`src/rtl/cpu_ctrl_pkg.sv`:
```
// cpu_ctrl_pkg: shared widths, opcodes, IR field positions and enums for the control-step sequencer.
package cpu_ctrl_pkg;
  localparam int DATA_W      = 32;
  localparam int NREG        = 16;
  localparam int OPC_W       = 5;
  localparam int REG_W       = 4;
  localparam int MEM_TIMEOUT = 15;
  localparam int CNT_W       = $clog2(MEM_TIMEOUT);
  localparam int OPC_LSB     = 27;
  localparam int RA_LSB      = 23;
  localparam int RB_LSB      = 19;
  localparam int RC_LSB      = 15;
  localparam logic [OPC_W-1:0] OP_ALU3_LO = 5'b00011;
  localparam logic [OPC_W-1:0] OP_ALU3_HI = 5'b01110;
  localparam logic [OPC_W-1:0] OP_MUL     = 5'b01111;
  localparam logic [OPC_W-1:0] OP_DIV     = 5'b10000;
  localparam logic [OPC_W-1:0] OP_NEG     = 5'b10001;
  localparam logic [OPC_W-1:0] OP_NOT     = 5'b10010;
  localparam logic [OPC_W-1:0] OP_HALT    = 5'b11011;
  localparam logic [1:0] FLT_NONE = 2'b00;
  localparam logic [1:0] FLT_OPC  = 2'b01;
  localparam logic [1:0] FLT_MEM  = 2'b10;
  typedef enum logic [2:0] {ALU3, MULDIV, UNARY, HALT_OP, ILLEGAL} cls_t;
  typedef enum logic [3:0] {IDLE, T0, T1, T2, T3, T4, T5, T6, HALT} state_t;
  function automatic logic [NREG-1:0] reg_sel(input logic [REG_W-1:0] r);
    return NREG'(1) << r;
  endfunction
endpackage

```
`src/rtl/ctrl_decode.sv`:
```
// ctrl_decode: maps an opcode onto its execute-sequence class.
module ctrl_decode
  import cpu_ctrl_pkg::*;
(
  input  logic [OPC_W-1:0] opc,
  output cls_t             cls
);
  always_comb
    cls = (opc >= OP_ALU3_LO && opc <= OP_ALU3_HI) ? ALU3 :
          (opc == OP_MUL || opc == OP_DIV)         ? MULDIV :
          (opc == OP_NEG || opc == OP_NOT)         ? UNARY :
          (opc == OP_HALT)                         ? HALT_OP : ILLEGAL;
endmodule

```
`src/rtl/control_step_sequencer.sv`:
```
// control_step_sequencer: fetch/decode/execute control-step FSM driving the CPU datapath enables.
module control_step_sequencer
  import cpu_ctrl_pkg::*;
(
  input  logic              clk,
  input  logic              clr_n,
  input  logic              run,
  input  logic [DATA_W-1:0] ir,
  input  logic              mem_rdy,
  output logic [NREG-1:0]   gpr_out,
  output logic [NREG-1:0]   gpr_in,
  output logic              pc_out,
  output logic              zlow_out,
  output logic              zhigh_out,
  output logic              mdr_out,
  output logic              pc_in,
  output logic              ir_in,
  output logic              mar_in,
  output logic              mdr_in,
  output logic              y_in,
  output logic              z_in,
  output logic              hi_in,
  output logic              lo_in,
  output logic              inc_pc,
  output logic              read,
  output logic [OPC_W-1:0]  alu_op,
  output logic              busy,
  output logic              done,
  output logic [1:0]        fault
);
  state_t state, next;
  cls_t cls;
  logic [CNT_W-1:0] cnt, cnt_nxt;
  logic [1:0] fault_nxt;
  logic [OPC_W-1:0] opc;
  logic [REG_W-1:0] ra, rb, rc;
  logic is_a3, is_md, is_un;
  logic unused_ir;
  assign opc = ir[OPC_LSB +: OPC_W];
  assign ra = ir[RA_LSB +: REG_W];
  assign rb = ir[RB_LSB +: REG_W];
  assign rc = ir[RC_LSB +: REG_W];
  assign unused_ir = ^ir[RC_LSB-1:0];
  assign is_a3 = cls == ALU3;
  assign is_md = cls == MULDIV;
  assign is_un = cls == UNARY;
  ctrl_decode u_decode (.opc(opc), .cls(cls));
  always_ff @(posedge clk or negedge clr_n)
    if (!clr_n) begin
      state <= IDLE;
      cnt <= '0;
      fault <= FLT_NONE;
    end else begin
      state <= next;
      cnt <= cnt_nxt;
      fault <= fault_nxt;
    end
  always_comb begin
    next = state;
    fault_nxt = fault;
    case (state)
      IDLE: next = run ? T0 : IDLE;
      T0: next = T1;
      T1: if (mem_rdy) next = T2;
          else if (cnt == CNT_W'(MEM_TIMEOUT - 1)) begin
            next = HALT;
            fault_nxt = FLT_MEM;
          end
      T2: next = T3;
      T3: begin
        next = (cls == HALT_OP || cls == ILLEGAL) ? HALT : T4;
        fault_nxt = (cls == ILLEGAL) ? FLT_OPC : fault;
      end
      T4: next = T5;
      T5: next = T6;
      default: next = state;
    endcase
    if (done) next = run ? T0 : IDLE;
    cnt_nxt = (state == T1 && next == T1) ? cnt + CNT_W'(1) : '0;
  end
  // Outputs decode the registered state (and the stable IR during execute), so each step holds for its whole cycle.
  always_comb begin
    gpr_out = '0;
    gpr_in = '0;
    pc_out = 1'b0;
    zlow_out = 1'b0;
    zhigh_out = 1'b0;
    mdr_out = 1'b0;
    pc_in = 1'b0;
    ir_in = 1'b0;
    mar_in = 1'b0;
    mdr_in = 1'b0;
    y_in = 1'b0;
    z_in = 1'b0;
    hi_in = 1'b0;
    lo_in = 1'b0;
    inc_pc = 1'b0;
    read = 1'b0;
    alu_op = '0;
    done = 1'b0;
    busy = state != IDLE && state != HALT;
    case (state)
      T0: begin
        pc_out = 1'b1;
        mar_in = 1'b1;
        inc_pc = 1'b1;
        z_in = 1'b1;
      end
      T1: begin
        zlow_out = 1'b1;
        pc_in = cnt == '0;
        read = 1'b1;
        mdr_in = 1'b1;
      end
      T2: begin
        mdr_out = 1'b1;
        ir_in = 1'b1;
      end
      T3: begin
        gpr_out = (is_a3 || is_un) ? reg_sel(rb) : is_md ? reg_sel(ra) : '0;
        y_in = is_a3 || is_md;
        z_in = is_un;
        alu_op = is_un ? opc : '0;
      end
      T4: begin
        gpr_out = is_a3 ? reg_sel(rc) : is_md ? reg_sel(rb) : '0;
        alu_op = (is_a3 || is_md) ? opc : '0;
        z_in = is_a3 || is_md;
        zlow_out = is_un;
        gpr_in = is_un ? reg_sel(ra) : '0;
        done = is_un;
      end
      T5: begin
        zlow_out = 1'b1;
        gpr_in = is_a3 ? reg_sel(ra) : '0;
        lo_in = is_md;
        done = is_a3;
      end
      T6: begin
        zhigh_out = 1'b1;
        hi_in = 1'b1;
        done = 1'b1;
      end
      default: ;
    endcase
  end
endmodule

```
`config.mk`:
```
export PLATFORM = sky130hd
export DESIGN_NAME = control_step_sequencer
export DESIGN_NICKNAME = d
export VERILOG_FILES = /design/src/rtl/cpu_ctrl_pkg.sv /design/src/rtl/ctrl_decode.sv /design/src/rtl/control_step_sequencer.sv
export SDC_FILE = /design/constraint.sdc
export NUM_CORES = 1
export LEC_CHECK = 0
export ABC_AREA = 1
export CAP_MARGIN = 20
export CORE_ASPECT_RATIO = 1.1
export CORE_MARGIN = 2
export CORE_UTILIZATION = 41
export DETAILED_ROUTE_END_ITERATION = 6
export PLACE_DENSITY_LB_ADDON = 0.2
export SYNTH_ARGS = -nofsm -noshare
export SYNTH_HDL_FRONTEND = slang
export SYNTH_SLANG_ARGS = --single-unit
```
`constraint.sdc`:
```
create_clock -name clk -period 2.1 [get_ports clk]
set_input_delay 0.42 -clock clk [delete_from_list [all_inputs] [get_ports clk]]
set_output_delay 0.42 -clock clk [all_outputs]
set_load 0.01 [all_outputs]
```
**Yosys cells after proc, flatten, opt, wreduce, memory -nomap -nowiden**

Index checks and enable logic that the tools add are counted.

- Add/subtract/negate cells: 1
- Equality and inequality tests: 22
- Shift operators: 3
- Mux-type cells: 36
- Order comparisons: 2
- Reductions and logical operators: 15

Operator list:

| cell | number |
|---|---|
| two-way mux 16 bit | 6 |
| one-hot mux 16 bit (2 select lines) | 2 |
| left shift 1 x 4 -> 16 bit (first input constant) | 3 |
| one-hot mux 4 bit (7 select lines) | 1 |
| equality test 5 bit (second input constant) | 4 |
| two-way mux 4 bit | 5 |
| equality test 4 x 3 -> 1 bit (second input constant) | 4 |
| equality test 4 x 2 -> 1 bit (second input constant) | 3 |
| two-way mux 3 bit | 4 |
| two-way mux 5 bit | 2 |
| one-hot mux 5 bit (2 select lines) | 1 |
| logical NOT 4 bit | 2 |
| two-way mux 1 bit | 8 |
| equality test 3 x 2 -> 1 bit (second input constant) | 2 |
| two-way mux 2 bit | 3 |
| inequality test 2 bit (second input constant) | 3 |
| one-hot mux 1 bit (3 select lines) | 2 |
| equality test 5 x 4 -> 1 bit (second input constant) | 1 |
| greater-or-equal comparator 5 x 2 -> 1 bit (second input constant) | 1 |
| less-or-equal comparator 5 x 4 -> 1 bit (second input constant) | 1 |
| logical OR 1 bit | 5 |
| adder 4 x 1 -> 4 bit (second input constant) | 1 |
| equality test 4 x 1 -> 1 bit (second input constant) | 1 |
| equality test 4 bit (second input constant) | 1 |
| other kinds (11) | 13 |

- Register bits: 10
- Input bits: 36

**Longest topological paths before layout**

Gate-level depths: netlist of run 1.

- Depth after elaboration: 13
- Mapped depth: 12
- Depth with buffers taken out: 11

**Hierarchy**

Synthesis of run 1 repeated with hierarchy kept, for this count alone.

- Cell total of the unflattened synthesis: 346
- Area, all modules: 1921.8 um^2

Modules (own cells, without submodules):

| module | seq. area each (um^2) | cells each | area an instance (um^2) | instances |
|---|---|---|---|---|
| control_step_sequencer | 250.2 | 325 | 1828.0 | 1 |
| ctrl_decode | 0.0 | 21 | 93.8 | 1 |

**Least setup slack after synthesis of run 1**

No wires, ideal clock.

- Path kind: input to output
- Start: input ir[29]
- End: output gpr_out[10]
- Data arrival time: 1.443 ns
- Setup slack: 0.237 ns
- Buffers on the path: 2
- Cell stages on the path: 7
- Cell sequence: nor2_2 -> nand2_1 -> nand3_2 -> buf_6 -> clkbuf_8 -> a21oi_1 -> o31ai_1

- Cells in the longest elaborated chain, start to end: 9
- Elaborated cells between the ends (all ways): 23
- Those cells by class: 2 x order compare; 7 x eq/ne; 9 x mux; 5 x reduce/logical

RTL lines:

| what | line | text |
|---|---|---|
| start: declaration | control_step_sequencer.sv:8 | `input logic [DATA_W-1:0] ir,` |
| equality test 5 bit (on tied branches) | ctrl_decode.sv:12, ctrl_decode.sv:11 |  |
| two-way mux 3 bit / logical OR 1 bit (equally long branches) | ctrl_decode.sv:12, ctrl_decode.sv:11 |  |
| two-way mux 3 bit | ctrl_decode.sv:11 | `(opc == OP_NEG \|\| opc == OP_NOT) ? UNARY :` |
| two-way mux 3 bit | ctrl_decode.sv:10 | `(opc == OP_MUL \|\| opc == OP_DIV) ? MULDIV :` |
| two-way mux 3 bit * | ctrl_decode.sv:9 | `cls = (opc >= OP_ALU3_LO && opc <= OP_ALU3_HI) ? ALU3 :` |
| equality test 3 x 1 -> 1 bit, or another cell as far along | control_step_sequencer.sv:45 | `assign is_md = cls == MULDIV;` |
| two-way mux 16 bit, or another cell as far along | control_step_sequencer.sv:126 | `gpr_out = is_a3 ? reg_sel(rc) : is_md ? reg_sel(rb) : '0;` |
| two-way mux 16 bit (on tied branches) | control_step_sequencer.sv:126, control_step_sequencer.sv:120 |  |
| one-hot mux 16 bit (2 select lines) * | control_step_sequencer.sv:102 | `case (state)` |
| end: declaration | control_step_sequencer.sv:10 | `output logic [NREG-1:0] gpr_out,` |

Mark *: on every way between the ends. The rest lies on a longest branch, timed or not.

**Worst setup path in the final report of run 1**

- Start: register state[3]
- End: output gpr_out[15]

- Cells in the longest elaborated chain, start to end: 2
- Elaborated cells between the ends (all ways): 3
- Those cells by class: 2 x eq/ne; 1 x mux

RTL lines:

| what | line | text |
|---|---|---|
| start: declaration | control_step_sequencer.sv:31 | `state_t state, next;` |
| start signal: assignment | control_step_sequencer.sv:54 | `state <= next;` |
| equality test 4 x 3 -> 1 bit | control_step_sequencer.sv:102 |  |
| one-hot mux 16 bit (2 select lines) * | control_step_sequencer.sv:102 |  |

Marks and branches as above.

==> results of run 1 <==
[cells in the final DEF (no fill, tap or decap), types with 6 or more instances in the layout]
| master | netlist | routed |
|---|---|---|
| sky130_fd_sc_hd__nor2_4 | 1 | 10 |
| sky130_fd_sc_hd__a21oi_1 | 23 | 20 |
| sky130_fd_sc_hd__nand2_1 | 41 | 37 |
| sky130_fd_sc_hd__clkbuf_2 | 0 | 7 |
| sky130_fd_sc_hd__nand4_1 | 13 | 13 |
| sky130_fd_sc_hd__nor3_2 | 0 | 14 |
| sky130_fd_sc_hd__clkdlybuf4s50_1 | 0 | 6 |
| sky130_fd_sc_hd__buf_6 | 4 | 12 |
| sky130_fd_sc_hd__inv_1 | 40 | 29 |
| sky130_fd_sc_hd__nor2_1 | 56 | 47 |
| sky130_fd_sc_hd__nor2_2 | 6 | 6 |
| sky130_fd_sc_hd__inv_2 | 6 | 14 |
| sky130_fd_sc_hd__dlygate4sd2_1 | 0 | 14 |
| sky130_fd_sc_hd__buf_2 | 3 | 40 |
| sky130_fd_sc_hd__o21ai_0 | 20 | 11 |
| sky130_fd_sc_hd__nand3_2 | 6 | 6 |
| sky130_fd_sc_hd__buf_4 | 6 | 104 |
| sky130_fd_sc_hd__dfrtp_1 | 10 | 10 |
| sky130_fd_sc_hd__nor3_1 | 27 | 11 |
| sky130_fd_sc_hd__o21ai_1 | 13 | 18 |
| sky130_fd_sc_hd__nand3_1 | 13 | 10 |
[routing by layer]
metal,GRT usage [%],routed length [um]
met5,0,0
met1,33.7,3100
met2,61.3,4800
met3,4.99,766
met4,16.6,327
[where the power goes]
| part | internal, mW | switching (mW) |
|---|---|---|
| clock network | 0.164 | 0.0721 |
| logic | 0.182 | 0.225 |
| registers | 0.196 | 0.00200 |
| total | 0.543 | 0.299 |
[repair_timing]
item                       4_1_cts  5_1_grt
setup endpoints to repair       52       44
pin swaps                       15       25
buffers inserted                17       13
gates resized for setup        251       82
gates cloned                     0        2
[worst paths after layout]
| path | end | slack (ns) | depth (start not counted) |
|---|---|---|---|
| max | gpr_out[15] | -0.02 | 8 |
| max in group asynchronous | cnt[0] | 1.28 | 1 |
| max reg2reg | cnt[1] | 0.29 | 13 |
| min reg2reg | fault[0] | 0.49 | 2 |
| min | fault[0] | 0.49 | 2 |
| min in group asynchronous | state[0] | 0.50 | 1 |
[registers in the layout, summed over array words and instances, names as in the netlist]
| signal | flops |
|---|---|
| cnt | 4 |
| fault | 2 |
| state | 4 |
[tightest hold or removal path: stages, from the launching register on]
cell,delay (ns)
sky130_fd_sc_hd__dfrtp_1,0.35
sky130_fd_sc_hd__nand2_1,0.06
sky130_fd_sc_hd__nand2_1,0.05
[through the flow]
stage	power [mW]	cells	cell area, um2
after global routing	0.872	558	3600
after detailed placement	0.506	525	3180
after global placement	0.500	525	3180
after floorplan	0.337	324	1830
after CTS	0.786	546	3360
final	0.842	558	3600
[logic make-up (layout without fill, tap and decap cells)]
| family | after synthesis | count (layout) | synth area share, % |
|---|---|---|---|
| xor gates and xnor gates | 2 | 2 | 0.958 |
| DFF | 10 | 10 | 13.7 |
| and+or+nand+nor | 172 | 172 | 44.6 |
| buffers and inverters | 68 | 248 | 17.7 |
| AOI/OAI and AO/OA | 69 | 69 | 20.9 |
| adders and majority gates | 3 | 3 | 2.05 |
[layout make-up]
type,instances,area [um2],share of cell area [%]
multi-input cells,246,1550,43.1
inverters,51,214,5.95
repair buffers,192,1450,40.4
flip-flops and latches,10,250,6.96
repair inverters,1,6.26,0.174
well taps,54,67.6,1.88
clock buffers,4,55.1,1.53
==> metrics list, run 1 <==
- Run status: finished with violations
* Failing checks: setup timing
- Final Routed Wirelength: about 9 mm
- Post-synth EDFFs: 0
- Dividing total power by cell area gives a power density of 234 nW/um2.
- Most common flop cell mapped by yosys: sky130_fd_sc_hd__dfrtp_1
- For this configuration, the core starts out at a cell density of 42.7%.
* Total congestion overflow: 0
* Critical path's largest stage delay: 0.42 ns
* Final TNS setup: -0.0177 ns
- Row Count: 25
* WP data required: 1.68 ns
- The hold violation total from the final report was 0.
* Largest area contributor in the synthesized netlist: sky130_fd_sc_hd__dfrtp_1
- Synthesized netlist cell count: 324
- Global routing consumed, over all layers together, roughly a third of the routing resources.
- Worst-path cell chain: inv_2 > nand2_4 > nor2_1 > buf_4 > buf_4 > o21ai_0 > o21ai_1 > buf_2
* Distinct cells, synth: 34
* Top cell by count, worst path: sky130_fd_sc_hd__buf_4
* CTS Root Cell: sky130_fd_sc_hd__clkbuf_8
- Prior to clock tree synthesis, the placed netlist has a worst setup slack of -0.815 ns.
* Boundary Pins: 91
- Input/output buffers: 75
- Worst hold slack: 0.489 ns
- Net Count, Synth: 363
- The number of buffers and inverters on the critical path is 4.
- During synthesis, Yosys emitted a total of 0 warnings.
* Share of synthesized area occupied by flip-flops and latches: 13.7%
* Vias in the first global route: 2,949
* Clock latency of the later-clocked register in the worst-skew pair: 0.23 ns
* Worst Hold Launch: fault[0]
- Setup violations remaining at the end of the flow were counted as 1.
* Leakage: 1.82 nW
- The number of antenna violations at the first check in global routing was 0.
- Library cell contributing the largest single delay on the critical path: sky130_fd_sc_hd__dfrtp_1
- Yosys attributes the largest share of cell area to sky130_fd_sc_hd__dfrtp_1, sky130_fd_sc_hd__nor2_1, sky130_fd_sc_hd__nand2_1.
- Fraction of post-synthesis cell area in the top cell type by area: around 14%
* Data arrival time of the critical path: approximately 1.7 ns
- Cell with the most instances after synthesis: sky130_fd_sc_hd__nor2_1
* Overall via count from detail_route: approximately 3,200
- For this run, the share of the core covered by cells in the final layout is between 80% and 90%.
- Most used standard cells in the synthesized netlist: sky130_fd_sc_hd__nor2_1, sky130_fd_sc_hd__nand2_1, sky130_fd_sc_hd__inv_1
- Die W: 67.7 um
- The worst setup path is of the reg2out kind.
* Fin crit share: 101%
- After clock tree synthesis, the clock-pin slew on the worst setup and hold paths is about 0.040 ns.
* Area enclosed by the die boundary: approximately 5000 um2
- The filler cells instantiated in the layout total 266.
- The congestion estimate from routability-driven global placement came to 0.952.
- CP endpoint kind: output port
- The path class of the tightest hold or removal check is reg2reg.
- Standard cell core area: 4290 um2
* Peak VDD IR: 0.000328 V
* CTS tree: built
- Critical path's top delay family: buffers and inverters
* Maximum level of the CTS H-tree: 1
- Number of clock buffers inserted by TritonCTS: 3
* Normalized max-slew margin: 69.4%
- Total standard cell area after synthesis: 1830 um2
- Register bit count reported by yosys: 10
- Buffers from clock root to sink, at most: 2
- Max capacitance violation total: 0
* R2R Path Start: state[3]
- Entering global routing, the biggest net connects 16 pins.
- Using the TritonRoute via totals, the vias-per-cell ratio works out to roughly 5.7.
- The first TritonRoute pass finished after 6 iterations.
- The max-slew violation total from the final report was 0.
* Floorplan die height: about 74 um
- Each instance of the synthesized netlist takes up on average 5.64 um2.
* N_diodes: 0
- Iter 0 DRT Violations: 439
- Along the worst path, the maximum fanout reaches 8.
- In the routed design, unresolved DRC markers number 0.
* CTS sink count: 10
- Number of nets in the layout: 544
- In this run the remaining antenna-violating nets after routing total 0.
- Tmin final: 2.12 ns
- In the final routed layout, each cell accounts on average for between 15 and 20 um.
- The worst setup path is launched from a register.
- Setup repair after global routing could not meet its margin everywhere.
* Post-CTS Hold Buffers: 0
- Fraction of layout cells with a size suffix above 1: 51.2%
- Setup slack of the critical path after layout: -0.0177 ns
- Detailed placement HPWL: 5.81 mm
- Wire length of the first global-routing pass: approximately 13 mm
- Based on the critical path, the design can be clocked at up to 0.472 GHz.
* Worst setup path startpoint: state[3]
- Clock Skews: around 0.0045 ns
- Relative area change from synthesis to final layout: 96.8%
- Synth async-reset ratio: 100%
- At the pin with the least slew margin, the transition time is 0.458 ns.
Power figures use the tool's default switching activity.
==> run 2, diff against run 1 <==
CORE_MARGIN = 3   (was 2)
==> run 2 against run 1 <==
Effect of this change:
- the run now fails in 5_1_grt
- synthesized area unchanged
- synthesized cell count unchanged
==> metrics list, run 2 <==
- The count of different cell masters after synthesis came to 34 (unchanged).
- In the global-route stage, repair_timing last flagged the worst endpoint as gpr_in[3].
- Die W: 69.7 um (+3.0%)
- Synthesized netlist cell count: 324 (unchanged)
- Total congestion overflow: around 190
- Share of synthesized area occupied by flip-flops and latches: 13.7% (unchanged)
- Input/output buffers: 75 (unchanged)
- Xor and xnor area share after synthesis: 0.958% (unchanged)
- The multiplexer share of the synthesized area came to 0% (unchanged).
- Run status: stopped before the end
* Total standard cell area after synthesis: 1830 um2 (unchanged)
- In this run the clock root is driven by a sky130_fd_sc_hd__clkbuf_8.
- The number of buffers on the longest clock path came to 2 (unchanged).
* Floorplan die height: 76.0 um (+2.7%)
- Most common flop cell mapped by yosys: sky130_fd_sc_hd__dfrtp_1
- The share of the synthesized area in the top cell type is 13.7% (unchanged).
- Entering global routing, the biggest net connects 17 pins.
- Number of clock buffers inserted by TritonCTS: 3 (unchanged)
* Mean cell area of the mapped netlist: 5.64 um2 (unchanged)
* Area contributors post-synth: sky130_fd_sc_hd__dfrtp_1, sky130_fd_sc_hd__nor2_1, sky130_fd_sc_hd__nand2_1
- CTS sink count: 10 (unchanged)
- Register bit count reported by yosys: 10 (unchanged)
- The share of synthesized registers carrying an async set or reset is 100% (unchanged).
* Post-CTS Hold Buffers: 0 (unchanged)
- Worst End Pin Type: output port
- Net Count, Synth: 363 (unchanged)
* Routability Congestion: 0.947 (-0.51%)
- Most used standard cells in the synthesized netlist: sky130_fd_sc_hd__nor2_1, sky130_fd_sc_hd__nand2_1, sky130_fd_sc_hd__inv_1
* Exit stage: 5_1_grt
* Detailed placement HPWL: 5.91 mm (+1.7%)
* Yosys synthesis warning count: 0 (unchanged)
* Error that halted the flow: [ERROR GRT-0232] Routing congestion too high. Check the congestion heatmap in the GUI.
- The maximum level of the CTS H-tree is 1 (unchanged).
- Arithmetic-cell share of the synthesized area counting full adders, half adders and majority gates: 2.05% (unchanged)
- Row Count: 24 (-4.0%)
- sky130_fd_sc_hd__nor2_1 is the most common cell in the netlist.
- The number of synthesized flops with an enable pin was 0 (unchanged).
- Gr usage total: 75.4%
- By area, the combinational part of the netlist is dominated by simple AND/OR/NAND/NOR gates.
- Boundary Pins: 91 (unchanged)
- Area fraction in compound gates after synthesis: 20.9% (unchanged)
- The simple-gate share of the synthesized area was 44.6% (unchanged).
- Largest area contributor in the synthesized netlist: sky130_fd_sc_hd__dfrtp_1
* Starting density of the core: 44.4% (+1.8 points)
## run 2: cell counts after synthesis
No cell type changed its count.
## run 2: layer usage
layer / track usage (%) / overflow
met1: 69.8 / 0
met2: 102 / 139
met3: 48.4 / 1
met4: 88.9 / 53
met5: 4.04 / 0
## run 2: cells by family after synthesis
family,count (synthesis)
AOI/OAI and AO/OA,69
xor gates and xnor gates,2
adders and majority gates,3
buffers and inverters,68
DFF,10
and+or+nand+nor,172
## run 2: what timing repair did
item / 4_1_cts
gates resized for setup: 289
buffers inserted: 14
cloned: 2
setup endpoints to repair: 52
pin swaps: 29
## run 2: stage by stage
step                instance area, um2  setup slack, ns  instances  hold WS (ns)
floorplan                         1830            0.237        324         0.124
global placement                  3230           -0.807        525         0.459
detailed placement                3230           -0.952        525         0.470
CTS                               3640          -0.0347        544         0.482
==> run 3, diff against run 2 <==
CORE_ASPECT_RATIO = not set   (was 1.1)
CORE_UTILIZATION = 40   (was 41)
PLACE_DENSITY_LB_ADDON = 0.15   (was 0.2)
==> run 3 against run 2 <==
Effect of this change:
- the flow now finishes, with violations (DRC, setup timing)
==> metrics list, run 3 (same netlist as run 1, synthesis figures left out) <==
- Run status: finished with violations
- Failing checks: DRC, setup timing
- Most common cell after layout, fill and taps aside: sky130_fd_sc_hd__buf_4
* Peak VDD IR: 0.000614 V
- Fin. max-slew vios: 0
- STA puts the critical path data required time at 1.68 ns.
- Worst hold slack: 0.479 ns
- Fraction of layout cells with a size suffix above 1: about half
* Total congestion overflow: 0
- Setup violations remaining at the end of the flow were counted as 7.
* Row Count: 23 (-4.2%)
- Wires add up to around 9.3 mm.
- The routability congestion estimate was 1.02 (+7.7%).
* Wire length of the first global-routing pass: approximately 13 mm
- Clk pwr share: between 20% and 30%
* Post-detailed-placement cell area: 3240 um2 (about the same)
* Filler-free cell count of the finished design: roughly 540
* Kind of start point of the critical path: input pin
- Placed cell count: 527 (+0.38%)
* Drt first pass iters: 7
* Detail Route Antenna Nets: 0
- Floorplan die height: 73.6 um (-3.2%)
- In the layout the commonest cells are sky130_fd_sc_hd__buf_4, sky130_fd_sc_hd__nor2_1, sky130_fd_sc_hd__buf_2, sky130_fd_sc_hd__nand2_1, sky130_fd_sc_hd__inv_1.
- Part of the total power dissipated in combinational logic: approximately half
- Largest driver fanout on the critical path: 5
- The initial core utilization came to 43.5% (-0.93 points).
- Fin crit share: 103%
- Together, buffers and inverters on the worst path number 3.
- Library cell contributing the largest single delay on the critical path: sky130_fd_sc_hd__bufbuf_16
- Worst-path cell chain: buf_8 > nor2_4 > nand2_2 > nand2_2 > nand2_4 > bufbuf_16 > o22ai_2 > nand2_1 > o21ai_2 > buf_2
- Maximum achievable frequency: 0.461 GHz
* Area enclosed by the die boundary: 5420 um2
- The worst-case setup slack after placement is -0.831 ns (+0.120 ns).
- Part of the total power dissipated in sequential elements: 24.6%
* Tmin final: 2.17 ns
* Die W: 73.6 um (+5.6%)
- The count of buffers from port buffering came to 75 (unchanged).
- After routing the design area is 3590 um2.
- Summing over every cut layer, the via total after detailed routing is about 3,100.
* N_diodes: 0
* Data arrival time of the critical path: roughly 1.8 ns
* CTS Root Cell: sky130_fd_sc_hd__clkbuf_8
- The region available for standard cell placement spans 4200 um2.
* Net switching component of the power: 0.295 mW
* Worst min-delay path class: reg2reg
* CTS clock-pin slew for the worst setup and hold paths: roughly 0.050 ns
- STA classifies the critical path endpoint as an output port.
* Leading registers by flop count: cnt x4, state x4, fault x2
- Setup repair after global routing missed its margin: yes
* Post-route DRC: 1
- The total CTS buffers was 3 (unchanged).
* Leakage: roughly 1.8 nW
- After the last flow step, the layout net total stands at roughly 530.
* Number of antenna violations at the first check in global routing: 0
- From synthesis to final layout, the design area changed by 96.4%.
- Fillers: 260
- On the worst path, the slowest cell contributes a delay of about 0.29 ns.
- Global routing used 28.7% of the available tracks.
- Switching share of power: a little over a third
- In the routed layout, each cell is associated on average with a via count of 5.80.
* Final TNS setup: -0.262 ns
- CTS tree: built
* Wire per inst: 17.1 um
- Measured on the finished design, the core utilization comes to 85.5%.
- Cell internal power was estimated by the tool at 0.511 mW.
- The cell that appears most often on the critical path is sky130_fd_sc_hd__nand2_2.
- The via count of the first global-routing pass is about 2,800.
- The hold violation total from the final report is 0.
* Detailed placement HPWL: 5.42 mm (-8.2%)
* Buffers from clock root to sink, at most: 2 (unchanged)
- In this run the power density over the cells is 225 nW/um2.
* Overall power: 0.806 mW
* Setup Crit Path Kind: in2out
- Entering global routing, the biggest net connects 17 pins.
* Normalized max-slew margin: between 60% and 70%
- At the pin with the least slew margin, the transition time is 0.466 ns.
* Max capacitance violation total: 0
- For this block, the initial DRC count from the detailed router was 340.
- On the critical path the largest part of the delay comes from buffers and inverters.
- The clock sink count is 10 (unchanged).
- Clock latency of the later-clocked register in the worst-skew pair: 0.23 ns
- Setup slack of the critical path after layout: -0.0694 ns
- The maximum level of the CTS H-tree is 1 (unchanged).
* Clock Skews: 0.00126 ns
- The number of placed I/O pins is 91 (unchanged).
==> run 3: what timing repair did <==
action	CTS	global route
pin swaps	9	24
hold buffers	0	0
setup endpoints to repair	54	42
gates cloned	2	0
gates resized for setup	242	95
setup buffers	2	11
==> run 3: path summary, 6_finish.rpt <==
check	start	end	slack (ns)	cells past startpoint
max in group asynchronous	clr_n	state[1]	1.27	1
worst max-delay path	ir[29]	gpr_out[8]	-0.07	10
worst min register to register	fault[1]	fault[1]	0.48	2
min in group asynchronous	clr_n	cnt[2]	0.51	1
worst min-delay path	fault[1]	fault[1]	0.48	2
worst max register to register	state[0]	fault[0]	0.39	11
==> run 3: area by class of cell <==
class | instances | area (um2) | area share (%)
Inverter | 51 | 219 | 6.10
Multi-Input combinational cell | 246 | 1570 | 43.7
Tap cell | 50 | 62.6 | 1.74
Clock buffer | 3 | 41.3 | 1.15
Sequential cell | 10 | 250 | 6.97
Timing Repair Buffer | 183 | 1450 | 40.3
==> run 3: routing by layer <==
metal	GRT usage [%]	part of all wire [%]
met5	0	0
met4	10.5	5.5
met3	2.87	8.2
met2	51.5	50
met1	34.9	36
==> run 3: power by group through the flow <==
stage	Clock (mW)	Combinational, mW	Sequential, mW
2_1_floorplan	0	0.134	0.202
3_3_place_gp	0	0.301	0.201
3_5_place_dp	0	0.307	0.201
4_1_cts	0.195	0.347	0.199
5_1_grt	0.206	0.437	0.199
6_report	0.194	0.413	0.199
==> run 3: worst register-to-register path: cells and delay by family, from the launching register on <==
kind	cells	cell delay, ns
buffers and inverters	3	0.37
AND/OR/NAND/NOR	8	0.80
flip-flops	1	0.42
